--- config.mk ---
export PLATFORM = sky130hd
export DESIGN_NAME = fp_div_seq
export DESIGN_NICKNAME = d
export VERILOG_FILES = /design/src/rtl/fp_pkg.sv /design/src/rtl/fp_classify.sv /design/src/rtl/fp_div_seq.sv
export SDC_FILE = /design/constraint.sdc
export NUM_CORES = 1
export LEC_CHECK = 0
export CAP_MARGIN = 20
export CORE_MARGIN = 8
export CORE_UTILIZATION = 50
export CTS_CLUSTER_SIZE = 10
export DETAILED_ROUTE_END_ITERATION = 16
export DONT_BUFFER_PORTS = 1
export PLACE_DENSITY = 0.71
export SYNTH_ARGS = -nofsm -noshare
export SYNTH_HDL_FRONTEND = slang
export SYNTH_SLANG_ARGS = --single-unit
--- constraint.sdc ---
create_clock -name clk -period 3.3 [get_ports clk]
set_input_delay 0.66 -clock clk [delete_from_list [all_inputs] [get_ports clk]]
set_output_delay 0.66 -clock clk [all_outputs]
set_load 0.02 [all_outputs]
--- src/rtl/fp_pkg.sv ---
// Shared single-precision constants, FSM state type and the divider step helper.
package fp_pkg;

   localparam int EXP_W  = 8;
   localparam int FRAC_W = 23;
   localparam int MANT_W = 24;
   localparam int QUO_W  = 25;
   localparam int EXPR_W = 10;
   localparam int CNT_W  = 5;
   localparam int REM_W  = MANT_W + 2;

   localparam logic signed [EXPR_W-1:0] BIAS    = 10'sd127;
   localparam logic signed [EXPR_W-1:0] EXP_MAX = 10'sd255;
   localparam logic [31:0]              QNAN    = 32'h7FC00000;
   localparam logic [31:0]              POS_INF = 32'h7F800000;

   // Iterations remaining after the first quotient bit is resolved in UNPACK.
   localparam logic [CNT_W-1:0] DIV_ITERS_LEFT = 5'd23;

   typedef enum logic [2:0] {
      IDLE   = 3'd0,
      UNPACK = 3'd1,
      DIVIDE = 3'd2,
      PACK   = 3'd3,
      DONE   = 3'd4
   } state_t;

   // One restoring-division step: returns {quotient_bit, next_partial_remainder}.
   function automatic logic [REM_W:0] div_step(input logic [REM_W-1:0] rem,
                                               input logic [MANT_W-1:0] dvs);
      logic [REM_W-1:0] diff;
      diff = rem - {2'b00, dvs};
      if (rem >= {2'b00, dvs}) begin
         div_step = {1'b1, diff[REM_W-2:0], 1'b0};
      end else begin
         div_step = {1'b0, rem[REM_W-2:0], 1'b0};
      end
   endfunction

endpackage

--- src/rtl/fp_classify.sv ---
// Combinational IEEE-754 single operand classifier; denormals report as zero.
module fp_classify
   import fp_pkg::*;
(
   input  logic [31:0] op,
   output logic        is_zero,
   output logic        is_inf,
   output logic        is_nan
);

   logic exp_ones_s;
   logic exp_zero_s;
   logic frac_zero_s;

   assign exp_ones_s  = &op[FRAC_W +: EXP_W];
   assign exp_zero_s  = ~|op[FRAC_W +: EXP_W];
   assign frac_zero_s = ~|op[FRAC_W-1:0];

   assign is_zero = exp_zero_s;
   assign is_inf  = exp_ones_s & frac_zero_s;
   assign is_nan  = exp_ones_s & ~frac_zero_s;

endmodule

--- src/rtl/fp_div_seq.sv ---
// Sequential single-precision divider: restoring division, one quotient bit
// per cycle, truncating rounding, flush-to-zero on underflow.
module fp_div_seq
   import fp_pkg::*;
(
   input  logic        clk,
   input  logic        rst_n,
   input  logic        start,
   input  logic [31:0] A,
   input  logic [31:0] B,
   output logic        busy,
   output logic        done,
   output logic [31:0] result,
   output logic        overflow,
   output logic        underflow,
   output logic        div_by_zero
);

   state_t                    state_r, next_state_s;
   logic [31:0]               a_r, b_r;
   logic [CNT_W-1:0]          cnt_r;
   logic [REM_W-1:0]          rem_r;
   logic [QUO_W-1:0]          quo_r;
   logic signed [EXPR_W-1:0]  exp_r;
   logic                      sign_r;
   logic [31:0]               pend_res_r;
   logic                      pend_ovf_r, pend_udf_r, pend_dbz_r;
   logic                      busy_r, done_r, ovf_r, udf_r, dbz_r;
   logic [31:0]               result_r;

   logic                      a_zero_s, a_inf_s, a_nan_s;
   logic                      b_zero_s, b_inf_s, b_nan_s;
   logic                      sign_s;
   logic [MANT_W-1:0]         ma_s, mb_s;
   logic                      spec_s, spec_dbz_s;
   logic [31:0]               spec_res_s;
   logic [REM_W-1:0]          step_in_s;
   logic [REM_W:0]            step_out_s;
   logic signed [EXPR_W-1:0]  pack_exp_s;
   logic [FRAC_W-1:0]         pack_frac_s;
   logic [31:0]               pack_res_s;
   logic                      pack_ovf_s, pack_udf_s;

   fp_classify u_cls_a (.op(a_r), .is_zero(a_zero_s), .is_inf(a_inf_s), .is_nan(a_nan_s));
   fp_classify u_cls_b (.op(b_r), .is_zero(b_zero_s), .is_inf(b_inf_s), .is_nan(b_nan_s));

   assign sign_s = a_r[31] ^ b_r[31];
   assign ma_s   = {1'b1, a_r[FRAC_W-1:0]};
   assign mb_s   = {1'b1, b_r[FRAC_W-1:0]};

   // Special-operand results, resolved in UNPACK without running the divider.
   always_comb begin
      spec_s     = 1'b1;
      spec_res_s = 32'h00000000;
      spec_dbz_s = 1'b0;
      if (a_nan_s | b_nan_s | (a_zero_s & b_zero_s) | (a_inf_s & b_inf_s)) begin
         spec_res_s = QNAN;
      end else if (b_zero_s) begin
         spec_res_s = POS_INF | {sign_s, 31'h00000000};
         spec_dbz_s = ~a_inf_s;
      end else if (a_inf_s) begin
         spec_res_s = POS_INF | {sign_s, 31'h00000000};
      end else if (b_inf_s | a_zero_s) begin
         spec_res_s = {sign_s, 31'h00000000};
      end else begin
         spec_s = 1'b0;
      end
   end

   // Divider step input: mantissa of A on the first bit, partial remainder after.
   always_comb begin
      if (state_r == UNPACK) begin
         step_in_s = {2'b00, ma_s};
      end else begin
         step_in_s = rem_r;
      end
      step_out_s = div_step(step_in_s, mb_s);
   end

   // Normalise the quotient, truncate the guard bit and apply exponent limits.
   always_comb begin
      if (quo_r[QUO_W-1]) begin
         pack_frac_s = quo_r[QUO_W-2:1];
         pack_exp_s  = exp_r;
      end else begin
         pack_frac_s = quo_r[QUO_W-3:0];
         pack_exp_s  = exp_r - 10'sd1;
      end
      pack_ovf_s = 1'b0;
      pack_udf_s = 1'b0;
      if (pack_exp_s >= EXP_MAX) begin
         pack_res_s = POS_INF | {sign_r, 31'h00000000};
         pack_ovf_s = 1'b1;
      end else if (pack_exp_s <= 10'sd0) begin
         pack_res_s = {sign_r, 31'h00000000};
         pack_udf_s = 1'b1;
      end else begin
         pack_res_s = {sign_r, pack_exp_s[EXP_W-1:0], pack_frac_s};
      end
   end

   // FSM state register.
   always_ff @(posedge clk or negedge rst_n) begin
      if (!rst_n) begin
         state_r <= IDLE;
      end else begin
         state_r <= next_state_s;
      end
   end

   // FSM next-state decode; start is only honoured in IDLE.
   always_comb begin
      next_state_s = state_r;
      case (state_r)
         IDLE:    if (start) next_state_s = UNPACK; else next_state_s = IDLE;
         UNPACK:  if (spec_s) next_state_s = DONE; else next_state_s = DIVIDE;
         DIVIDE:  if (cnt_r == 5'd0) next_state_s = PACK; else next_state_s = DIVIDE;
         PACK:    next_state_s = DONE;
         DONE:    next_state_s = IDLE;
         default: next_state_s = IDLE;
      endcase
   end

   // Datapath: operand capture, iteration, packing and registered outputs.
   always_ff @(posedge clk or negedge rst_n) begin
      if (!rst_n) begin
         a_r        <= 32'h00000000;
         b_r        <= 32'h00000000;
         cnt_r      <= 5'd0;
         rem_r      <= '0;
         quo_r      <= '0;
         exp_r      <= 10'sd0;
         sign_r     <= 1'b0;
         pend_res_r <= 32'h00000000;
         pend_ovf_r <= 1'b0;
         pend_udf_r <= 1'b0;
         pend_dbz_r <= 1'b0;
         busy_r     <= 1'b0;
         done_r     <= 1'b0;
         result_r   <= 32'h00000000;
         ovf_r      <= 1'b0;
         udf_r      <= 1'b0;
         dbz_r      <= 1'b0;
      end else begin
         done_r <= 1'b0;
         case (state_r)
            IDLE: begin
               if (start) begin
                  a_r    <= A;
                  b_r    <= B;
                  busy_r <= 1'b1;
                  ovf_r  <= 1'b0;
                  udf_r  <= 1'b0;
                  dbz_r  <= 1'b0;
               end
            end
            UNPACK: begin
               sign_r     <= sign_s;
               pend_res_r <= spec_res_s;
               pend_ovf_r <= 1'b0;
               pend_udf_r <= 1'b0;
               pend_dbz_r <= spec_dbz_s;
               exp_r      <= $signed({2'b00, a_r[30:23]}) - $signed({2'b00, b_r[30:23]}) + BIAS;
               rem_r      <= step_out_s[REM_W-1:0];
               quo_r      <= {{(QUO_W-1){1'b0}}, step_out_s[REM_W]};
               cnt_r      <= DIV_ITERS_LEFT;
            end
            DIVIDE: begin
               rem_r <= step_out_s[REM_W-1:0];
               quo_r <= {quo_r[QUO_W-2:0], step_out_s[REM_W]};
               if (cnt_r != 5'd0) begin
                  cnt_r <= cnt_r - 5'd1;
               end
            end
            PACK: begin
               pend_res_r <= pack_res_s;
               pend_ovf_r <= pack_ovf_s;
               pend_udf_r <= pack_udf_s;
               pend_dbz_r <= 1'b0;
            end
            DONE: begin
               result_r <= pend_res_r;
               ovf_r    <= pend_ovf_r;
               udf_r    <= pend_udf_r;
               dbz_r    <= pend_dbz_r;
               done_r   <= 1'b1;
               busy_r   <= 1'b0;
            end
            default: begin
               busy_r <= 1'b0;
            end
         endcase
      end
   end

   assign busy        = busy_r;
   assign done        = done_r;
   assign result      = result_r;
   assign overflow    = ovf_r;
   assign underflow   = udf_r;
   assign div_by_zero = dbz_r;

endmodule

==> flow_summary.json, run 1 <==
{
  "violations": "negative hold slack",
  "drt_iter0_markers": 445,
  "synth_top_family_by_area": "compound AO/OA/AOI/OAI gates",
  "cp.required_ns": 3.70,
  "dp_slack_ns": 0.04583,
  "intPower_mw": 8.851,
  "final_antenna_net_count": 0,
  "diodes": 0,
  "core_sq_um": 21620,
  "layout.nets": 1249,
  "cp_slowest_cell": "dfrtp_1",
  "clkSlewWorstSetupHoldPaths_ns": 0.06,
  "p_sw_share_pct": 44.07,
  "dp_cells": 1398,
  "yosysUniqueCellTypes": 71,
  "fmax_mhz": 317.2,
  "cts-htree-levels": 1,
  "grt_overflow": 0,
  "worst_slew_pin_slew_ns": 0.8776,
  "r2r_start": "state_r[1]",
  "drive_above_1_share_pct": 16.93,
  "skew_ns": 0.008135,
  "ys.flop_type": "dfrtp_1",
  "cpPeakStageDelay_ns": 0.44,
  "clockBufferDepth": 3,
  "grt_pass1_vias": 8035,
  "endpoint": "rem_r[3]",
  "p_switching_mw": 6.974,
  "synth_xor_area_share_pct": 2.170,
  "period_needed_ns": 3.152,
  "dieHeight_um": 163.6,
  "gp_congestion": 0.9215,
  "place_area_sq_um": 11430,
  "cap_violations": 0,
  "synth_adder_area_share_pct": 4.271,
  "seqPwrFrac_pct": 27.4,
  "p_per_area_nw_per_um2": 1290,
  "synthMuxAreaShare_pct": 9.209,
  "worst-r2r-cell-count": 15,
  "dr.pass1.iters": 5,
  "synth_area_leaders": "dfrtp_1, mux2_2, nand2_1",
  "crit_buf_inv": 4,
  "dieArea_sq_um": 26770,
  "yosysSeqAreaShare_pct": 47.08,
  "stdcell_area_sq_um": 12260,
  "vdd_ir_drop_max_v": 0.0006647,
  "r2r_slack_ns": 0.15,
  "drt-total-wl_um": 26890,
  "startpoint": "state_r[1]",
  "synth_edf_count": 0,
  "synth_top_area_share_pct": 47.08,
  "synthesis.area_sq_um": 10900,
  "worstPathArrival_ns": 3.55,
  "critPathTopFamily": "compound AO/OA/AOI/OAI gates",
  "syn-num-nets": 1235,
  "slew_viol_final": 0,
  "start_util_pct": 50.40,
  "total_power_mw": 15.82,
  "worstSetupPathType": "reg -> reg",
  "crit_path_cell_trace": "nor3b_4 -> buf_12 -> nand2_1 -> nand2_1 -> ha_1 -> buf_4 -> a21oi_1 -> o31ai_1 -> a21oi_1 -> o221ai_2 -> buf_6 -> or2_1 -> buf_4 -> o21ai_1 -> o21ai_1",
  "leakage_nw": 5.416,
  "fin_util_pct": 56.72,
  "rsz0062_at_grt": "yes",
  "synth_area_per_cell_sq_um": 9.626,
  "clock_sinks": 205,
  "rows": 54,
  "syn-instance-count": 1132,
  "comb_power_share_pct": 56.8,
  "grt_max_degree": 206,
  "critPathMaxFanout": 31,
  "min_path_type": "in -> async",
  "slew_headroom_pct": 41.49,
  "area_delta_synth_final_pct": 12.54,
  "root_buffer": "clkbuf_16",
  "antenna_found_initial": 3,
  "drc": 0,
  "dp_hpwl_um": 19310,
  "clockPowerShare_pct": 15.8,
  "die-width_um": 163.6,
  "routedWlPerCell_um": 18.77,
  "end_kind": "flop",
  "clock_latency_ns": 0.53,
  "grt_pass1_wl_um": 43030,
  "ys_seq_elements": 205,
  "setup_tns_ns": 0,
  "port_buffers": 0,
  "final_cells": 1432,
  "crit_cells": 15,
  "vias": 8250,
  "setup_viol": 0,
  "async_flop_share_pct": 100.0,
  "fin_crit_sh_pct": 95.52,
  "cts-buffers-inserted": 25,
  "layout_setup_ws_ns": 0.1477,
  "via_per_inst": 5.761,
  "grt_use_total_pct": 20.00,
  "r2r_end": "rem_r[3]",
  "start_kind": "flop",
  "yosysTopAreaCell": "dfrtp_1",
  "yosys_warnings": 0,
  "synth-simple-area-share_pct": 16.32,
  "synth_compound_area_share_pct": 16.81,
  "status": "complete, but fails checks",
  "whs_ns": -0.1784,
  "finalHoldViolations": 205,
  "ios": 104,
  "cts_tree": "yes"
}
## cells in the mapped netlist, types with 15 or more instances
cell and number:
mux2_2 66, o21ai_1 15, inv_1 49, dfrtp_1 205
nor2_1 61, o21ai_2 20, nor4_1 16, ha_1 34
nand3_1 22, a22o_1 30, xnor2_1 20, mux2i_1 26
o21ai_0 61, nand2_1 194, clkbuf_1 50, a31oi_1 15
a21oi_1 61
## cells in the final DEF (no fill, tap or decap), drive strengths merged, types with 5 or more instances in the layout
master  count
nor2       62
a31oi      15
mux2i      26
nand4      12
a211oi      7
o21a        9
clkbuf     30
and3        6
xnor2      20
buf        50
or3         8
a21oi      61
or4         5
nor4       16
a22o       30
nor3       14
inv        50
o211ai      7
xor2        7
a21o       12
nand3      22
nor2b       6
nand2b      8
nor3b       5
mux2       66
dfrtp     205
ha         34
o21ai      96
nand2     195
and2        6
## sequential cells by signal, indices dropped and copies added, names as in the netlist
name / flops
state_r: 3
busy: 1
pend_ovf_r: 1
done: 1
exp_r: 10
overflow: 1
b_r: 32
div_by_zero: 1
sign_r: 1
underflow: 1
a_r: 32
pend_udf_r: 1
cnt_r: 5
quo_r: 25
pend_res_r: 32
result: 32
rem_r: 25
pend_dbz_r: 1
## routing by layer
metal | track usage, % | share of wire, % | vias to the layer above
met5 | 0 | 0.14 | -
met4 | 6.405 | 3.0 | 6
met3 | 4.511 | 6.0 | 49
met2 | 31.78 | 46 | 204
met1 | 26.69 | 45 | 3960
li1 | - | - | 4031
## final cells by class
| cell class | instances | area, sq um |
|---|---|---|
| repair buffers | 50 | 432.9 |
| clock buffers | 30 | 674.4 |
| inverters | 49 | 183.9 |
| clock inverters | 3 | 55.05 |
| flip-flops and latches | 205 | 5130 |
| well taps | 280 | 350.3 |
| fillers | 1879 | 9358 |
| multi-input cells | 815 | 5436 |
## power by group through the flow
stage                     clock [mW]  sequential (mW)  combinational, mW
final                           2.50             4.33               8.99
after CTS                       2.58             4.33               8.72
after global routing            2.67             4.46               9.97
after floorplan                    0             4.04               6.35
after global placement             0             4.33               8.61
after detailed placement           0             4.36               8.66
## cell families after synthesis
group	Yosys count
and+or+nand+nor	382
AOI/OAI and AO/OA	278
DFF	205
buffers and inverters	112
muxes	92
adders and majority gates	36
xor gates and xnor gates	27
## repair_timing
action	4_1_cts	5_1_grt
hold endpoints to repair	205	205
resized for setup	0	19
setup endpoints to repair	0	26
buffers inserted	0	1
## how the worst min path moves through the flow
stage               start      to
finish              rst_n    done
global route        rst_n    done
CTS                 rst_n    done
detailed placement  rst_n    done
global placement    rst_n    done
floorplan           rst_n  a_r[0]
(Power assumes the default switching activity.)
==> inputs of run 2 (changes only) <==
--- a/config.mk
+++ b/config.mk
@@ -12,6 +12,7 @@
 export DETAILED_ROUTE_END_ITERATION = 16
 export DONT_BUFFER_PORTS = 1
 export PLACE_DENSITY = 0.71
+export SETUP_SLACK_MARGIN = 0.4
 export SYNTH_ARGS = -nofsm -noshare
 export SYNTH_HDL_FRONTEND = slang
 export SYNTH_SLANG_ARGS = --single-unit
==> run 2 against run 1 <==
  * The run still ends with negative hold slack left
  * Fmax increased by 1.8%
  * Non-clock buffer count increased by 41
  * Clock skew increased by 0.0016 ns
  * Utilization increased by 4.9 points
  * Global-route usage increased by 1.5 points
  * Via count increased by 7.4%
  * Critical path depth decreased by 1
  * Count of clock-buffer cells in the layout increased by 2
==> flow_summary.json, run 2 (same netlist as run 1, synthesis figures left out) <==
{
  "worstPathArrival_ns": 3.54,
  "status": "complete, but fails checks",
  "rsz0062_at_grt": "yes",
  "dieHeight_um": 163.6,
  "via_per_inst": 5.997,
  "slew_headroom_pct": 51.90,
  "cts-buffers-inserted": 25,
  "slew_viol_final": 0,
  "finalHoldViolations": 205,
  "final_common_cell": "dfrtp_1",
  "core_sq_um": 21620,
  "rows": 54,
  "dr.pass1.iters": 9,
  "clkSlewWorstSetupHoldPaths_ns": 0.06,
  "violations": "negative hold slack",
  "clock_latency_ns": 0.52,
  "r2r_end": "rem_r[18]",
  "die-width_um": 163.6,
  "root_buffer": "clkbuf_16",
  "end_kind": "flop",
  "whs_ns": -0.1634,
  "cts_tree": "yes",
  "drive_above_1_share_pct": 27.53,
  "setup_viol": 0,
  "layout_common_cells": "dfrtp_1, nand2_1, buf_4, mux2_2",
  "ios": 104,
  "layout.nets": 1290,
  "fmax_mhz": 322.9,
  "start_kind": "flop",
  "worstSetupPathType": "reg -> reg",
  "critPathMaxFanout": 14,
  "area_delta_synth_final_pct": 22.33,
  "grt_pass1_vias": 8678,
  "cts-htree-levels": 1,
  "min_path_type": "in -> async",
  "cp.required_ns": 3.74,
  "final_antenna_net_count": 0,
  "r2r_start": "state_r[2]",
  "clock_sinks": 205,
  "antenna_found_initial": 5,
  "drc": 0,
  "worst_slew_pin_slew_ns": 0.7198,
  "period_needed_ns": 3.097,
  "clockBufferDepth": 3,
  "setup_tns_ns": 0,
  "r2r_slack_ns": 0.20,
  "skew_ns": 0.009783,
  "fin_crit_sh_pct": 93.84,
  "port_buffers": 0,
  "grt_pass1_wl_um": 46470,
  "grt_overflow": 0,
  "cap_violations": 0,
  "vias": 8864,
  "grt_max_degree": 206,
  "worst-r2r-cell-count": 14,
  "grt_use_total_pct": 21.48,
  "start_util_pct": 50.40,
  "gp_congestion": 0.9310,
  "drt_iter0_markers": 652,
  "drt-total-wl_um": 29840,
  "dp_hpwl_um": 19060,
  "dieArea_sq_um": 26770,
  "routedWlPerCell_um": 20.19
}
[run 2: timing repair]
action / in CTS / in global routing
buffers inserted: 32 / 13
endpoints found under the hold margin: 205 / 205
endpoints found under the setup margin: 26 / 49
resized for setup: 88 / 56
pin swaps: 51 / 45
cloned: 4 / 1
[run 2: critical path, cell delays in order (launching register included)]
cell	delay [ns]
dfrtp_2	0.46
nor3b_4	0.23
buf_6	0.13
buf_12	0.14
nand2_1	0.12
nand2_4	0.11
ha_4	0.22
buf_4	0.14
and3_1	0.17
and4_1	0.21
a32o_1	0.27
a31oi_4	0.19
a21oi_1	0.10
or3b_4	0.40
a21oi_2	0.13
[run 2: layout make-up]
| class | instances | area [sq um] |
|---|---|---|
| Clock buffer | 32 | 671.9 |
| Tap cell | 280 | 350.3 |
| Timing Repair Buffer | 91 | 862.1 |
| Clock inverter | 3 | 18.77 |
| Multi-Input combinational cell | 815 | 6103 |
| Antenna cell | 3 | 7.507 |
| Inverter | 49 | 183.9 |
| Sequential cell | 205 | 5132 |
| Fill cell | 1722 | 8290 |
[run 2: how the worst max path moves through the flow]
| stage | start | end | slack, ns | cells after the start |
|---|---|---|---|---|
| after floorplan | state_r[2] | rem_r[18] | 0.34 | 16 |
| after global placement | state_r[2] | rem_r[21] | 0.19 | 12 |
| after detailed placement | state_r[2] | rem_r[25] | 0.12 | 13 |
| after CTS | state_r[0] | rem_r[25] | 0.28 | 16 |
| after global routing | state_r[0] | rem_r[20] | 0.10 | 14 |
| final | state_r[2] | rem_r[18] | 0.20 | 14 |
[run 2: metrics by stage]
stage	hold slack (ns)	setup WS (ns)	std cells	utilization [%]	area (sq um)
after floorplan	0.3644	0.3354	1132	-	11180
after global placement	0.3752	0.1879	1390	53.24	11510
after detailed placement	0.3764	0.1189	1390	53.24	11510
after CTS	-0.1750	0.2819	1461	59.98	12970
after global routing	-0.1772	0.1037	1478	61.66	13330
final	-0.1634	0.2034	1478	61.66	13330
[run 2: routing by layer]
layer / global-route usage [%] / vias to the layer above / part of all wire (%)
met1: 28.05 / 4280 / 42
met4: 9.132 / 6 / 4.8
li1: - / 4124 / -
met2: 33.83 / 345 / 46
met5: 0 / - / 0.11
met3: 4.889 / 109 / 7.7
Power of run 2 is left out: the tool's default activity adds up to more than one toggle a clock period on the data nets, which glitch-free logic cannot reach.
==> inputs of run 3 (changes only) <==
--- a/config.mk
+++ b/config.mk
@@ -13,6 +13,7 @@
 export DONT_BUFFER_PORTS = 1
 export PLACE_DENSITY = 0.71
 export SETUP_SLACK_MARGIN = 0.4
+export SLEW_MARGIN = 15
 export SYNTH_ARGS = -nofsm -noshare
 export SYNTH_HDL_FRONTEND = slang
 export SYNTH_SLANG_ARGS = --single-unit
==> results of run 3 <==
Same layout as run 2: the final DEF is identical, and so are final timing and power.
Power of run 3 is left out for the same reason.
